**config.mk**
```make
export PLATFORM = sky130hd
export DESIGN_NAME = seg_scan_hc595
export DESIGN_NICKNAME = d
export VERILOG_FILES = /design/src/rtl/seg_scan_hc595.sv
export SDC_FILE = /design/constraint.sdc
export NUM_CORES = 1
export LEC_CHECK = 0
export BUFFER_PORTS_ARGS = -buffer_cell sky130_fd_sc_hd__buf_2
export CAP_MARGIN = 20
export CELL_PAD_IN_SITES_DETAIL_PLACEMENT = 2
export CELL_PAD_IN_SITES_GLOBAL_PLACEMENT = 2
export CORE_MARGIN = 2
export CORE_UTILIZATION = 37
export DETAILED_ROUTE_END_ITERATION = 7
export HOLD_SLACK_MARGIN = 0.02
export MAX_ROUTING_LAYER = met4
export PLACE_DENSITY_LB_ADDON = 0.1
export SLEW_MARGIN = 20
export SYNTH_ARGS = -nofsm -noshare
export SYNTH_HDL_FRONTEND = slang
export SYNTH_SLANG_ARGS = --single-unit
export TNS_END_PERCENT = 100
```
**constraint.sdc**
```tcl
create_clock -name clk -period 3.3 [get_ports clk]
set_clock_uncertainty 0.05 [all_clocks]
set_input_delay 0.165 -clock clk [delete_from_list [all_inputs] [get_ports clk]]
set_output_delay 0.165 -clock clk [all_outputs]
set_load 0.005 [all_outputs]
```
**src/rtl/seg_scan_hc595.sv**
```systemverilog
// seg_scan_hc595: scans eight BCD digits onto a common-anode 7-segment display through two chained 74HC595s (optional LEADING_ZERO_BLANK_EN blanks leading zeros).
module seg_scan_hc595 #(
    parameter int SCAN_CNT_MAX = 50000,
    parameter int SHIFT_DIV    = 4
) (
    input  logic       clk,
    input  logic       rst,
    input  logic [3:0] bit_0,
    input  logic [3:0] bit_1,
    input  logic [3:0] bit_2,
    input  logic [3:0] bit_3,
    input  logic [3:0] bit_4,
    input  logic [3:0] bit_5,
    input  logic [3:0] bit_6,
    input  logic [3:0] bit_7,
    output logic       ds,
    output logic       shcp,
    output logic       stcp,
    output logic       oe_n
);
    localparam int CW = $clog2(SCAN_CNT_MAX);
    localparam int PW = $clog2(SHIFT_DIV);

    typedef enum logic [1:0] {WAIT, LOAD, SHIFT, LATCH} state_t;

    state_t          state, state_nx;
    logic [CW-1:0]   scan_cnt;
    logic [2:0]      idx;
    logic [PW-1:0]   phase;
    logic [3:0]      bit_cnt;
    logic [31:0]     snap, live, src;
    logic [15:0]     frame, frame_nx;
    logic [3:0]      digit;
    logic [7:0]      seg;
    logic            last_phase;

    function automatic logic [7:0] seg_of(input logic [3:0] d);
        case (d)
            4'd0:    seg_of = 8'hC0;
            4'd1:    seg_of = 8'hF9;
            4'd2:    seg_of = 8'hA4;
            4'd3:    seg_of = 8'hB0;
            4'd4:    seg_of = 8'h99;
            4'd5:    seg_of = 8'h92;
            4'd6:    seg_of = 8'h82;
            4'd7:    seg_of = 8'hF8;
            4'd8:    seg_of = 8'h80;
            4'd9:    seg_of = 8'h90;
            default: seg_of = 8'hFF;
        endcase
    endfunction

    assign live       = {bit_7, bit_6, bit_5, bit_4, bit_3, bit_2, bit_1, bit_0};
    assign last_phase = (phase == PW'(SHIFT_DIV - 1));

    // Frame for the current digit; index 0 reads the live inputs since the snapshot is taken on the same edge
    always_comb begin
        src   = (idx == 3'd0) ? live : snap;
        digit = src[{idx, 2'b00} +: 4];
        seg   = seg_of(digit);
`ifdef LEADING_ZERO_BLANK_EN
        seg   = (idx != 3'd0 && (src >> {idx, 2'b00}) == 32'd0) ? 8'hFF : seg;
`endif
        frame_nx = {seg, ~(8'd1 << idx)};
    end

    // Next-state logic of the scan FSM
    always_comb begin
        state_nx = state;
        case (state)
            WAIT:    state_nx = (scan_cnt == '0) ? LOAD : WAIT;
            LOAD:    state_nx = SHIFT;
            SHIFT:   state_nx = (last_phase && bit_cnt == 4'd0) ? LATCH : SHIFT;
            LATCH:   state_nx = WAIT;
            default: state_nx = WAIT;
        endcase
    end

    // State register
    always_ff @(posedge clk or negedge rst) begin
        if (!rst) state <= WAIT;
        else      state <= state_nx;
    end

    // Scan timer, serial shifter and 74HC595 control pins; shcp is high in the second half of each bit
    always_ff @(posedge clk or negedge rst) begin
        if (!rst) begin
            scan_cnt <= '0;
            idx      <= 3'd0;
            phase    <= '0;
            bit_cnt  <= 4'd0;
            snap     <= 32'd0;
            frame    <= 16'd0;
            ds       <= 1'b0;
            shcp     <= 1'b0;
            stcp     <= 1'b0;
            oe_n     <= 1'b1;
        end else begin
            scan_cnt <= (scan_cnt == CW'(SCAN_CNT_MAX - 1)) ? '0 : scan_cnt + 1'b1;
            shcp     <= 1'b0;
            stcp     <= 1'b0;
            case (state)
                LOAD: begin
                    if (idx == 3'd0) snap <= live;
                    frame   <= frame_nx;
                    ds      <= frame_nx[15];
                    phase   <= '0;
                    bit_cnt <= 4'd15;
                end
                SHIFT: begin
                    phase <= last_phase ? '0 : phase + 1'b1;
                    shcp  <= !last_phase && (int'(phase) + 1 >= SHIFT_DIV / 2);
                    if (last_phase) bit_cnt <= bit_cnt - 4'd1;
                    if (last_phase && bit_cnt == 4'd0) begin
                        stcp <= 1'b1;
                        oe_n <= 1'b0;
                    end else if (last_phase) begin
                        ds <= frame[bit_cnt - 4'd1];
                    end
                end
                LATCH: idx <= idx + 3'd1;
                default: ;
            endcase
        end
    end
endmodule

```
==> results.toml <==
[status]
status = "finished, final reports clean"

[global_routing]
overflow = 0
grt_pass1_vias = 3330
grt_antenna_before_repair = 0
grt_usage = 0.187
grt_pass1_wl_mm = 17.7
grt_start_max_net_pins = 61

[setup_path]
arrival_ns = 3.23
path_cells = "inv_1 -> ha_1 -> nor2b_1 -> buf_4 -> mux4_2 -> a21oi_1 -> inv_1 -> ha_1 -> a221oi_1 -> nor3_1 -> o21ai_0 -> o221a_1"
setup.worst_path.class = "reg2reg"
cp_max_fo = 4
end_kind = "flip-flop"
crit_buf_inv = 3
slowest_delay_ns = 0.50
critical_path_required_ns = 3.52
critPathTopFamily = "compound AO/OA/AOI/OAI gates"
worst_setup_path_start_kind = "flip-flop"
cp_slowest_cell = "mux4_2"

[floorplanning]
die_w_um = 111
ios = 38
start_util = 0.383
dieArea_um2 = 12200
fp-row-count = 38
core_um2 = 11000
die_y_um = 111

[sta]
finalSetupViolCount = 0
rsz0062_at_grt = "false"
finalWorstPathRequiredPeriod_ns = 3.01
max_freq_mhz = 332
fin_crit_sh = 0.912
layout_setup_ws_ns = 0.291
fin_setup_tns_ns = 0
hold_violations = 0
worst_pin_slew_ns = 0.777
drv_slew = 0
holdWs_ns = 0.0328
relSlewSlack = 0.482

[detailed_routing]
drc = 0
drtAntennaViolNets = 0
firstDrtPassIters = 4
drt-vias-per-instance = 5.24
drt_iter0_drc = 83
wl_per_cell_um = 18.7
vias = 2897
routed_wirelength_mm = 10.4

[final_layout]
fill_cells = 1098
layoutNonFillerInstCount = 553
syn2layout_area_growth_pct = 20.3
num_antenna_cells = 0
fin_nets = 462
drive_gt1_frac = 0.291

[placement]
place_inst = 521
routabilityCongestion = 0.778
portBuffers = 37
dp_hpwl_mm = 7.51
post-place-ws_ns = 0.299

[power_and_ir_drop]
ir_drop_v = 0.000245
finalPower_mw = 2.21
powerDensity_nw_per_um2 = 437
p_leak_nw = 2.24

[synth]
syn_area_per_cell_um2 = 12.2
synth_area_leaders = "dfrtp_1 (46%), mux2_2 (9.4%), mux4_2 (7.0%)"
synth-simple-area-share = 0.0938
synth.top_cell.area_share = 0.464
synth_top_family_by_area = "multiplexers"
ys_warn_count = 0
synth_cells = 345
synth-xor-area-share = 0.0354
ys_seq_area_frac = 0.471
synth_compound_area_frac = 0.0676
syn-cell-area_um2 = 4200
syn-num-nets = 399
synthMuxAreaShare = 0.238
synth-edff-count = 0
synth_ff_type = "dfrtp_1"
synthArstFlopShare = 1.00
ys_types = 49
synth_seq_cells = 79
synthAdderAreaFrac = 0.0595
synth_top_cell_by_area = "dfrtp_1"

[clock_network]
clk_latency_ns = 0.34
cts_buffers = 9
root_buffer = "clkbuf_16"
cts_sinks = 79
post_cts_buffers = 0
cts.clk_slew.worst_paths_ns = 0.06
htreeDepth = 3
cts_tree = "yes"
clk_path_buf_depth = 2

[hold_path]
hp-class = "in2reg"

[flow_run]
max-cap-violations = 0
[cell usage in the layout, fill, tap and decap left out, drive strengths merged, types with 3 or more instances in the layout]
cell type / count
xnor2: 6
a31oi: 8
xor2: 11
mux2: 36
dfrtp: 78
nor2b: 3
nor3: 6
nand2: 23
nand4: 3
a21oi: 3
buf: 51
nor2: 31
mux4: 17
mux2i: 18
ha: 20
nand3: 10
a211oi: 5
clkbuf: 13
dlygate4sd3: 16
o21ai: 10
inv: 16
nor4: 3
[where the power goes]
part / switching [mW] / total, mW / internal, mW
registers: 0.0162 / 1.01 / 0.996
clock network: 0.393 / 1.06 / 0.665
logic: 0.0650 / 0.140 / 0.0752
total: 0.474 / 2.21 / 1.74
[layer usage]
layer  global-route usage  share of wire  vias up
met3               0.0285          0.020       14
met4               0.0608          0.017        0
met1                0.238           0.46     1477
met2                0.309           0.50       34
li1                     -              -     1372
met5                    -              0        -
[synth_stat cells (4+ instances only)]
| cell type | number |
|---|---|
| dfrtp_1 | 78 |
| mux2_2 | 35 |
| nor2_1 | 31 |
| nand2_1 | 23 |
| ha_1 | 20 |
| mux2i_1 | 17 |
| inv_1 | 15 |
| mux4_2 | 13 |
| xor2_1 | 11 |
| nand3_1 | 10 |
| o21ai_0 | 10 |
| a31oi_1 | 7 |
| nor3_1 | 6 |
| xnor2_1 | 6 |
| clkbuf_1 | 5 |
| a211oi_1 | 4 |
| buf_1 | 4 |
| mux4_1 | 4 |
[cell type report]
cell class | count | area, µm² | share of cell area
Clock buffer | 13 | 240 | 0.0475
Sequential cell | 79 | 1980 | 0.391
Clock inverter | 3 | 68.8 | 0.0136
Tap cell | 140 | 175 | 0.0346
Multi-Input combinational cell | 234 | 2080 | 0.411
Timing Repair Buffer | 67 | 453 | 0.0896
Inverter | 17 | 63.8 | 0.0126
[kinds of logic (layout without fill, tap and decap cells)]
logic type	Yosys count	count (layout)
flops	79	79
simple gates	86	86
buf+inv	32	100
xor+xnor	17	17
fa+ha+maj	20	20
mux	71	71
compound gates	40	40
[state kept, by name, summed over array words and instances, names as in the netlist]
signal and cells:
oe_n 1, snap 32, state 2, idx 3, bit_cnt 4, scan_cnt 16
shcp 1, phase 2, frame 16, ds 1, stcp 1
[path summary, 6_finish.rpt]
path	depth (start not counted)	slack, ns	start	endpoint
worst max-delay path	12	0.29	idx[0]	frame[12]
worst min-delay path	2	0.03	bit_0[1]	snap[1]
worst max register to register	12	0.29	idx[0]	frame[12]
worst min register to register	1	0.42	frame[15]	frame[15]
max in group asynchronous	3	1.95	rst	oe_n
min in group asynchronous	2	0.40	rst	bit_cnt[2]
[timing repair]
action | CTS | global route
endpoints found under the hold margin | 74 | 0
setup endpoints to repair | 0 | 0
hold buffers | 16 | 0
resized for setup | 0 | 0
[worst register-to-register path: stages (launching register included)]
cell and delay (ns):
dfrtp_1 0.38, inv_1 0.09, ha_1 0.16, nor2b_1 0.17, buf_4 0.16, mux4_2 0.50, a21oi_1 0.27, inv_1 0.13
ha_1 0.26, a221oi_1 0.33, nor3_1 0.08, o21ai_0 0.16, o221a_1 0.19
[metrics by stage]
stage / util / instance area [µm²]
floorplan: - / 4200
global placement: 0.418 / 4590
detailed placement: 0.418 / 4590
CTS: 0.460 / 5060
global route: 0.460 / 5060
finish: 0.460 / 5060
(Power assumes the default switching activity.)
